==> src/rtl/mem_or_io_ctrl.sv <==
// mem_or_io_ctrl: data-side load/store controller routing CPU accesses to RAM or memory-mapped LED/switch/7-seg IO.
module mem_or_io_ctrl (
  input  logic        clock,
  input  logic        rst_n,
  input  logic [31:0] ALU_Result,
  input  logic [31:0] Write_Data,
  input  logic        MemRead,
  input  logic        MemWrite,
  input  logic [31:0] mem_rdata,
  input  logic [23:0] switch_in,
  output logic [13:0] mem_addr,
  output logic [31:0] mem_wdata,
  output logic        mem_we,
  output logic [31:0] Read_Data,
  output logic        Stall,
  output logic        Addr_Err,
  output logic [23:0] led_out,
  output logic [31:0] seg_out
);
  typedef enum logic {IDLE, RD_WAIT} state_t;
  state_t state, state_nxt;
  logic [23:0] sw_meta, sw_sync;
  logic is_ram, is_led, is_sw, is_seg, req, err, ok;
  assign mem_addr  = ALU_Result[15:2];
  assign mem_wdata = Write_Data;
  assign is_ram = ALU_Result[31:16] == 16'h0000;
  assign is_led = ALU_Result == 32'hFFFF_FC60;
  assign is_sw  = ALU_Result == 32'hFFFF_FC70;
  assign is_seg = ALU_Result == 32'hFFFF_FC80;
  assign req = MemRead | MemWrite;
  assign err = req && ((MemRead && MemWrite) || (|ALU_Result[1:0]) ||
               !(is_ram || is_led || is_sw || is_seg) ||
               (MemWrite && is_sw) || (MemRead && (is_led || is_seg)));
  // A legal access only starts from IDLE; RD_WAIT merely completes the pending load.
  assign ok = (state == IDLE) && req && !err;
  always_comb begin
    state_nxt = IDLE;
    Stall     = 1'b0;
    mem_we    = 1'b0;
    Addr_Err  = 1'b0;
    Read_Data = '0;
    if (rst_n) begin
      if (state == RD_WAIT) begin
        Read_Data = mem_rdata;
      end else begin
        Addr_Err  = err;
        Stall     = ok && MemRead && is_ram;
        state_nxt = (ok && MemRead && is_ram) ? RD_WAIT : IDLE;
        mem_we    = ok && MemWrite && is_ram;
        Read_Data = (ok && MemRead && is_sw) ? {8'h00, sw_sync} : '0;
      end
    end
  end
  always_ff @(posedge clock or negedge rst_n) begin
    if (!rst_n) begin
      state   <= IDLE;
      led_out <= '0;
      seg_out <= '0;
      sw_meta <= '0;
      sw_sync <= '0;
    end else begin
      state   <= state_nxt;
      sw_meta <= switch_in;
      sw_sync <= sw_meta;
      if (ok && MemWrite && is_led) led_out <= Write_Data[23:0];
      if (ok && MemWrite && is_seg) seg_out <= Write_Data;
    end
  end
endmodule

==> config.mk <==
export PLATFORM = sky130hd
export DESIGN_NAME = mem_or_io_ctrl
export DESIGN_NICKNAME = d
export VERILOG_FILES = /design/src/rtl/mem_or_io_ctrl.sv
export SDC_FILE = /design/constraint.sdc
export NUM_CORES = 1
export LEC_CHECK = 0
export CORE_MARGIN = 3
export CORE_UTILIZATION = 36
export DETAILED_ROUTE_END_ITERATION = 8
export GPL_TIMING_DRIVEN = 0
export MAX_ROUTING_LAYER = met4
export PLACE_DENSITY = 0.78
export SKIP_CTS_REPAIR_TIMING = 1
export SKIP_LAST_GASP = 1
export SLEW_MARGIN = 20
export SYNTH_ARGS = -nofsm -noshare
export SYNTH_HDL_FRONTEND = slang
export SYNTH_SLANG_ARGS = --single-unit
export TNS_END_PERCENT = 1
==> constraint.sdc <==
create_clock -name clock -period 7.06 [get_ports clock]
set_clock_uncertainty 0.05 [all_clocks]
set_input_delay 1.765 -clock clock [delete_from_list [all_inputs] [get_ports clock]]
set_output_delay 1.765 -clock clock [all_outputs]
set_load 0.03 [all_outputs]
# After elaboration in Yosys (flattened, before gate mapping)
# Index checks and enable logic that the tools add are counted.
[word_totals]
register_bits = 105
output_inout_bits = 137
inputBits = 124
wordCells = 47
[op_classes]
bitwise = 2
n_eq_ne = 3
n_reduce_logical = 25
mux = 12
[op_table]
columns = ["cell", "count"]
rows = [
  ["$eq 32x32->1 const B", 3],
  ["$mux 32", 2],
  ["$mux 24", 1],
  ["$logic_not 16->1", 1],
  ["$logic_and 1x1->1", 13],
  ["$mux 1", 9],
  ["$logic_or 1x1->1", 8],
  ["$logic_not 1->1", 2],
  ["$reduce_or 2->1", 1],
  ["$not 1->1", 1],
  ["$or 1x1->1", 1],
]

# Depth between registers and ports, before layout
# Gate-level depths: netlist of the first run.
[depth]
word_depth = 16
mapped_depth = 7

# Worst setup path before layout of the first run
# Ideal clock, no wire load.
[synth_path]
path_type = "in2out"
start = "in ALU_Result[23]"
end = "out Stall"
required_time_ns = 5.245
slack_ns = 1.896
path_buffers = 0
path_stages = 4
t_arrival_ns = 3.349
cell_sequence = "nor4_1 -> nand4_1 -> or4_1 -> nor3b_1"
[synth_between]
elab_chain_len = 15
elab_cells_between_ends = 21
[synth_rtl]
columns = ["item", "line", "rtl"]
rows = [
  ["from (decl)", "5", "input logic [31:0] ALU_Result,"],
  ["$eq 32x32->1 or $logic_not 16->1 (tied branches)", "27, 26", ""],
  ["$logic_or 1x1->1 (3 in a row)", "32", "!(is_ram || is_led || is_sw || is_seg) ||"],
  ["$logic_not 1->1", "32", ""],
  ["$logic_or 1x1->1", "31", "assign err = req && ((MemRead && MemWrite) || (|ALU_Result[1:0]) ||"],
  ["$logic_or 1x1->1", "32", ""],
  ["$logic_or 1x1->1", "33", "(MemWrite && is_sw) || (MemRead && (is_led || is_seg)));"],
  ["$logic_and 1x1->1", "31", ""],
  ["$logic_not 1->1", "35", "assign ok = (state == IDLE) && req && !err;"],
  ["$logic_and 1x1->1", "35", ""],
  ["$logic_and 1x1->1", "47", "Stall = ok && MemRead && is_ram;"],
  ["$logic_and 1x1->1 (*)", "47", ""],
  ["$mux 1 (*)", "43", "if (state == RD_WAIT) begin"],
  ["$mux 1 (*)", "42", "if (rst_n) begin"],
  ["to (decl)", "15", "output logic Stall,"],
]
# Mark *: on every way between the ends. The rest lies on a longest branch, timed or not.

# Worst setup path after layout of the first run
[layout_path]
start = "in ALU_Result[8]"
end = "out Read_Data[10]"
[layout_between]
elab_chain_len = 16
elab_cells_between_ends = 21
[layout_rtl]
columns = ["item", "line", "rtl"]
rows = [
  ["$eq 32x32->1", "27", "assign is_led = ALU_Result == 32'hFFFF_FC60;"],
  ["$logic_or 1x1->1 (3 in a row)", "32", ""],
  ["$logic_not 1->1", "32", ""],
  ["$logic_or 1x1->1", "31", ""],
  ["$logic_or 1x1->1", "32", ""],
  ["$logic_or 1x1->1", "33", ""],
  ["$logic_and 1x1->1", "31", ""],
  ["$logic_not 1->1", "35", ""],
  ["$logic_and 1x1->1", "35", ""],
  ["$logic_and 1x1->1", "50", "Read_Data = (ok && MemRead && is_sw) ? {8'h00, sw_sync} : '0;"],
  ["$logic_and 1x1->1 (*)", "50", ""],
  ["$mux 24 (*)", "50", ""],
  ["$mux 32 (*)", "43", ""],
  ["$mux 32 (*)", "42", ""],
  ["to (decl)", "14", "output logic [31:0] Read_Data,"],
]
# Marks and branches as above.

==> results of run 1 <==
[how the worst min path moves through the flow]
stage / endpoint / cells after the start / slack [ns]
final: sw_sync[16]$_DFF_PN0_ / 0 / 0.30
after global routing: sw_sync[9]$_DFF_PN0_ / 0 / 0.31
after floorplan: sw_sync[0]$_DFF_PN0_ / 0 / 0.28
after CTS: sw_sync[6]$_DFF_PN0_ / 0 / 0.30
after global placement: sw_sync[16]$_DFF_PN0_ / 0 / 0.28
after detailed placement: sw_sync[16]$_DFF_PN0_ / 0 / 0.28
[cell type report]
type | instances | area [um2]
well taps | 143 | 179
clock buffers | 9 | 225
fillers | 902 | 4140
clock inverters | 7 | 82.6
multi-input cells | 132 | 1280
repair buffers | 261 | 2630
flip-flops and latches | 105 | 2630
plain buffers | 58 | 447
[flip-flops by register name, summed over array words and instances (netlist names)]
name,cells
seg_out,32
state,1
sw_meta,24
sw_sync,24
led_out,24
[routing by layer]
| layer | up-vias | part of all wire |
|---|---|---|
| met1 | 1597 | 0.38 |
| met5 | - | 0 |
| met2 | 153 | 0.52 |
| met4 | 0 | 0.0098 |
| met3 | 12 | 0.089 |
| li1 | 1549 | - |
[power groups by stage]
stage	combinational [mW]	clock, mW	sequential, mW
after global placement	0.173	0	0.630
after global routing	0.186	0.538	0.620
final	0.176	0.498	0.618
after CTS	0.178	0.510	0.618
after floorplan	0.0556	0	0.629
after detailed placement	0.177	0	0.631
[per-stage QoR]
step	hold WS [ns]	power (mW)	instance area (um2)	setup slack, ns
5_1_grt	0.308	1.34	7470	0.724
6_report	0.299	1.29	7470	0.850
2_1_floorplan	0.281	0.685	4350	1.90
3_3_place_gp	0.281	0.803	7140	-2.56
3_5_place_dp	0.285	0.807	7160	0.843
4_1_cts	0.302	1.31	7470	0.847
[cells in the mapped netlist, drive strengths merged]
cell and n:
nand3 3, a22oi 1, or3b 1, clkbuf 4
and4 1, a22o 24, nor3 4, buf 54
nor3b 2, nor4 6, nand2 3, a21oi 1
dfrtp 105, or4 1, and3 8, nand2b 2
and2 2, a21boi 1, o21ai 1, nand4bb 2
nand4b 2, nor2 5, mux2 56, nand4 4
nand3b 1, o21a 1
[kinds of logic after synthesis]
family | after synthesis
buffers and inverters | 58
flip-flops | 105
AND/OR/NAND/NOR | 47
AO/OA/AOI/OAI | 29
multiplexers | 56
[critical path, delay by kind of cell]
family | cells | cell delay [ns]
buffers and inverters | 4 | 1.41
AND/OR/NAND/NOR | 4 | 1.06
AO/OA/AOI/OAI | 1 | 0.16
==> results.py, run 1 <==
metrics = {
    "run_status": {
        "status": "completed",
    },
    "power_and_ir_drop": {
        "p_switching_mw": 0.320,
        "p_clk_frac": 0.385,
        "swShare": 0.248,
        "p_leak_nw": 3.37,
        "combPwrFrac": 0.136,
        "seq_power_share": 0.478,
        "intPower_mw": 0.972,
        "power_density_nw_per_um2": 173,
        "ir_drop_v": 0.000139,
    },
    "global_routing": {
        "track_usage": 0.185,
        "use_met2": 0.316,
        "grt_max_degree": 78,
        "use_met1": 0.215,
        "grt_util_met3": 0.0585,
        "grt_pass1_vias": 3496,
        "top_usage_layer": "met2",
        "antenna_found_initial": 0,
        "grt_pass1_wl_um": 18600,
        "gr-total-overflow": 0,
    },
    "logic_synthesis": {
        "synth-seq-area-share": 0.603,
        "ys_warn_count": 0,
        "synth_top_family_by_area": "multiplexers",
        "synth-seq-cells": 105,
        "syn_avg_cell_area_um2": 14.8,
        "netlist_area_um2": 4350,
        "syn-num-nets": 419,
        "synthSimpleGateAreaFrac": 0.0736,
        "post-synth-top-area-cell": "dfrtp_1",
        "synth_mux_area_frac": 0.165,
        "postSynthCellCount": 295,
        "synth_xor_area_frac": 0,
        "synth_compound_area_frac": 0.0557,
        "synth_top_area_frac": 0.603,
        "synth.area.top_cells": "dfrtp_1 (60%), mux2_2 (8.5%), buf_4 (8.1%), mux2_4 (7.9%), a22o_1 (4.8%)",
        "synth.distinct_cells": 32,
        "synth-adder-area-share": 0,
    },
    "routing": {
        "drc": 0,
        "via_count": 3311,
        "drtIter0Drc": 71,
        "routed_wl_um": 12400,
        "via_per_inst": 4.63,
        "dr.pass1.iters": 4,
        "antenna_left": 0,
        "post_drt_wl_per_cell_um": 17.3,
    },
    "floorplanning": {
        "die_h_um": 116,
        "ios": 261,
        "dieArea_um2": 13500,
        "rows": 39,
        "start_util": 0.375,
        "core_area_um2": 11600,
        "die_w_um": 116,
    },
    "hold_path": {
        "hold_class": "reg2reg",
        "worstHoldStart": "sw_meta[16]$_DFF_PN0_",
    },
    "sta": {
        "fin_crit_sh": 0.880,
        "drv_slew": 0,
        "final-hold-violation-count": 0,
        "fin_tns_setup_ns": 0,
        "min_period_ns": 6.21,
        "fmax_ghz": 0.161,
        "relSlewSlack": 0.720,
        "worst_slew_pin_slew_ns": 0.420,
        "grt_setup_unrepaired": "no",
        "setup_viol": 0,
    },
    "critical_path": {
        "rrSetupSlack_ns": 5.19,
        "cpMostUsedCell": "clkdlybuf4s50_1",
        "crit_fanout": 10,
        "timing.rr.end": "led_out[21]$_DFFE_PN0P_",
        "critPathKind": "in2out",
        "critPathLaunchType": "primary input",
        "slowest_stage": "clkdlybuf4s50_1",
        "worst_path_largest_cell_delay_ns": 0.67,
        "critical_path_required_ns": 5.25,
        "crit_chain": "clkdlybuf4s50_1 > nand4bb_1 > nor4_2 > and2_4 > and4_1 > buf_4 > buf_6 > a22o_1 > clkdlybuf4s50_1",
        "crit-reg2reg-launch": "state$_DFF_PN0_",
        "crit_end": "Read_Data[10]",
        "r2r_cells": 5,
        "arrival_ns": 4.40,
        "crit_start": "ALU_Result[8]",
        "cp-end-kind": "primary output",
    },
    "clocking": {
        "clock-sinks": 105,
        "clock-root-buffer": "clkbuf_16",
        "tritoncts": "done",
        "htree_levels": 3,
        "clkTransAtPathRegs_ns": 0.07,
        "numCtsBuffers": 9,
        "clk_latency_ns": 0.33,
        "cts_max_path_buffers": 2,
    },
    "flow_run": {
        "max_cap_viol_count": 0,
    },
    "place": {
        "place_congestion": 0.825,
        "portBuffers": 260,
        "post-dp-hpwl_um": 9870,
        "place_inst": 699,
    },
    "final_layout": {
        "utilization": 0.643,
        "final_cell_mix": "clkdlybuf4s50_1 (259), dfrtp_1 (105), buf_4 (47), mux2_2 (33), a22o_1 (24)",
        "stdcell_count": 715,
        "num_antenna_cells": 0,
        "layout-drive-gt1-share": 0.233,
        "layout_commonest_cell": "clkdlybuf4s50_1",
        "final_nets": 691,
        "area_growth_pct": 71.6,
    },
}
Note: power is estimated with default switching activity, not from simulation.
==> inputs of run 2 (changes only) <==
CORE_MARGIN = 8   (was 3)
==> results.py, run 2 (synthesis results as in run 1) <==
metrics = {
    "routing": {
        "antenna_left": 0,
        "via_per_inst": 4.60,
        "drtIter0Drc": 128,
        "drc": 0,
        "routed_wl_um": 13100,
        "via_count": 3307,
        "post_drt_wl_per_cell_um": 18.3,
        "dr.pass1.iters": 4,
    },
    "sta": {
        "worst_slew_pin_slew_ns": 0.490,
        "drv_slew": 0,
        "fin_crit_sh": 0.872,
        "grt_setup_unrepaired": "no",
        "setup_viol": 0,
        "relSlewSlack": 0.673,
        "layout_setup_ws_ns": 0.904,
        "min_period_ns": 6.16,
        "fmax_ghz": 0.162,
        "final-hold-violation-count": 0,
    },
    "critical_path": {
        "slowest_stage": "clkdlybuf4s50_1",
        "critPathKind": "in2out",
        "crit_fanout": 10,
        "timing.rr.end": "led_out[7]$_DFFE_PN0P_",
        "critPathLaunchType": "primary input",
        "cp-end-kind": "primary output",
        "crit-reg2reg-launch": "state$_DFF_PN0_",
        "arrival_ns": 4.34,
        "cpMostUsedCell": "clkdlybuf4s50_1",
        "r2r_cells": 5,
        "worst_path_largest_cell_delay_ns": 0.68,
        "rrSetupSlack_ns": 5.19,
        "crit_chain": "clkdlybuf4s50_1 > nand4bb_1 > nor4_2 > and2_4 > and4_1 > buf_4 > buf_6 > a22o_1 > clkdlybuf4s50_1",
        "critical_path_required_ns": 5.25,
    },
    "final_layout": {
        "largest-register": "seg_out",
        "num_antenna_cells": 0,
        "area_growth_pct": 72.0,
        "largest_reg_flops": 32,
        "fin_area_um2": 7490,
        "final_nets": 691,
        "final_cell_mix": "clkdlybuf4s50_1 (259), dfrtp_1 (105), buf_4 (47), mux2_2 (33), a22o_1 (24)",
        "stdcell_count": 719,
        "num-fill-cells": 929,
        "layout_commonest_cell": "clkdlybuf4s50_1",
        "layout-drive-gt1-share": 0.233,
    },
    "place": {
        "post-dp-hpwl_um": 10800,
        "place_congestion": 0.801,
        "portBuffers": 260,
        "place_inst": 703,
        "pre_cts_ws_ns": 0.881,
        "dpl-instance-area_um2": 7170,
    },
    "clocking": {
        "clkTransAtPathRegs_ns": 0.07,
        "clock-root-buffer": "clkbuf_16",
        "clk_latency_ns": 0.33,
        "clock-sinks": 105,
        "cts_max_path_buffers": 2,
        "tritoncts": "done",
        "numCtsBuffers": 9,
        "htree_levels": 3,
    },
    "global_routing": {
        "antenna_found_initial": 0,
        "grt_max_degree": 65,
        "grt_pass1_vias": 3794,
        "track_usage": 0.170,
        "grt_pass1_wl_um": 20800,
        "gr-total-overflow": 0,
    },
    "hold_path": {
        "hold_depth": 0,
        "worstHoldStart": "sw_meta[8]$_DFF_PN0_",
        "holdPathEnd": "sw_sync[8]$_DFF_PN0_",
        "hold_class": "reg2reg",
    },
    "floorplanning": {
        "ios": 261,
        "die_w_um": 126,
        "rows": 40,
        "core_area_um2": 11900,
        "start_util": 0.366,
        "dieArea_um2": 15900,
        "die_h_um": 126,
    },
    "power_and_ir_drop": {
        "p_leak_nw": 3.38,
        "ir_drop_v": 0.0000948,
        "power_density_nw_per_um2": 175,
        "report.power.total_mw": 1.31,
    },
    "run_status": {
        "status": "completed",
    },
    "flow_run": {
        "max_cap_viol_count": 0,
    },
}
[run 2: final cells by class]
cell class | instances | area, um2 | area share
tap | 147 | 184 | 0.0246
buffer | 58 | 447 | 0.0596
sequential | 105 | 2630 | 0.351
timing repair buffer | 261 | 2630 | 0.351
clock buffer | 9 | 225 | 0.0301
multi-input combinational | 132 | 1280 | 0.171
clock inverter | 7 | 95.1 | 0.0127
[run 2: how the worst max path moves through the flow]
stage,slack [ns],cells after the start,from,end
detailed placement,0.88,9,ALU_Result[30],Read_Data[10]
CTS,0.87,9,ALU_Result[30],Read_Data[10]
finish,0.90,9,ALU_Result[30],Read_Data[10]
floorplan,1.90,4,ALU_Result[23],Stall
global placement,-2.53,8,rst_n,Read_Data[10]
global route,0.75,6,rst_n,Stall
[run 2: per-layer routing]
| layer | global-route usage | vias up | part of all wire | wire [um] |
|---|---|---|---|---|
| li1 | - | 1558 | - | - |
| met5 | - | - | 0 | 0 |
| met4 | 0.0481 | 0 | 0.012 | 155 |
| met3 | 0.0502 | 13 | 0.068 | 897 |
| met1 | 0.191 | 1591 | 0.41 | 5350 |
| met2 | 0.289 | 145 | 0.51 | 6740 |
[run 2: power breakdown]
group / internal (mW) / switching (mW) / leakage (nW) / total, mW
clock network: 0.286 / 0.230 / 0.157 / 0.517
logic: 0.103 / 0.0728 / 1.87 / 0.176
registers: 0.615 / 0.00368 / 1.36 / 0.618
[run 2: metrics by stage]
stage | util | TNS, ns | hold WS [ns]
floorplan | - | 0 | 0.281
CTS | 0.629 | 0 | 0.302
detailed placement | 0.602 | 0 | 0.285
global route | 0.629 | 0 | 0.306
global placement | 0.599 | -79.24 | 0.282
finish | 0.629 | 0 | 0.301
[run 2: worst max-delay path: cells and delay by family]
| kind | cells | cell delay [ns] |
|---|---|---|
| and+or+nand+nor | 4 | 0.95 |
| buffers and inverters | 4 | 1.47 |
| AOI/OAI and AO/OA | 1 | 0.15 |
==> inputs of run 3 (changes only) <==
==> constraint.sdc (replaced) <==
create_clock -name clock -period 7.06 [get_ports clock]
set_clock_uncertainty 0.05 [all_clocks]
set_input_delay 1.059 -clock clock [delete_from_list [all_inputs] [get_ports clock]]
set_output_delay 1.059 -clock clock [all_outputs]
set_load 0.03 [all_outputs]
==> results of run 3 <==
The final DEF is identical to that of run 2. Status: completed.
Among the figures that moved: setup slack after placement 0.881 ns -> 2.29 ns; setup slack after layout 0.904 ns -> 2.32 ns
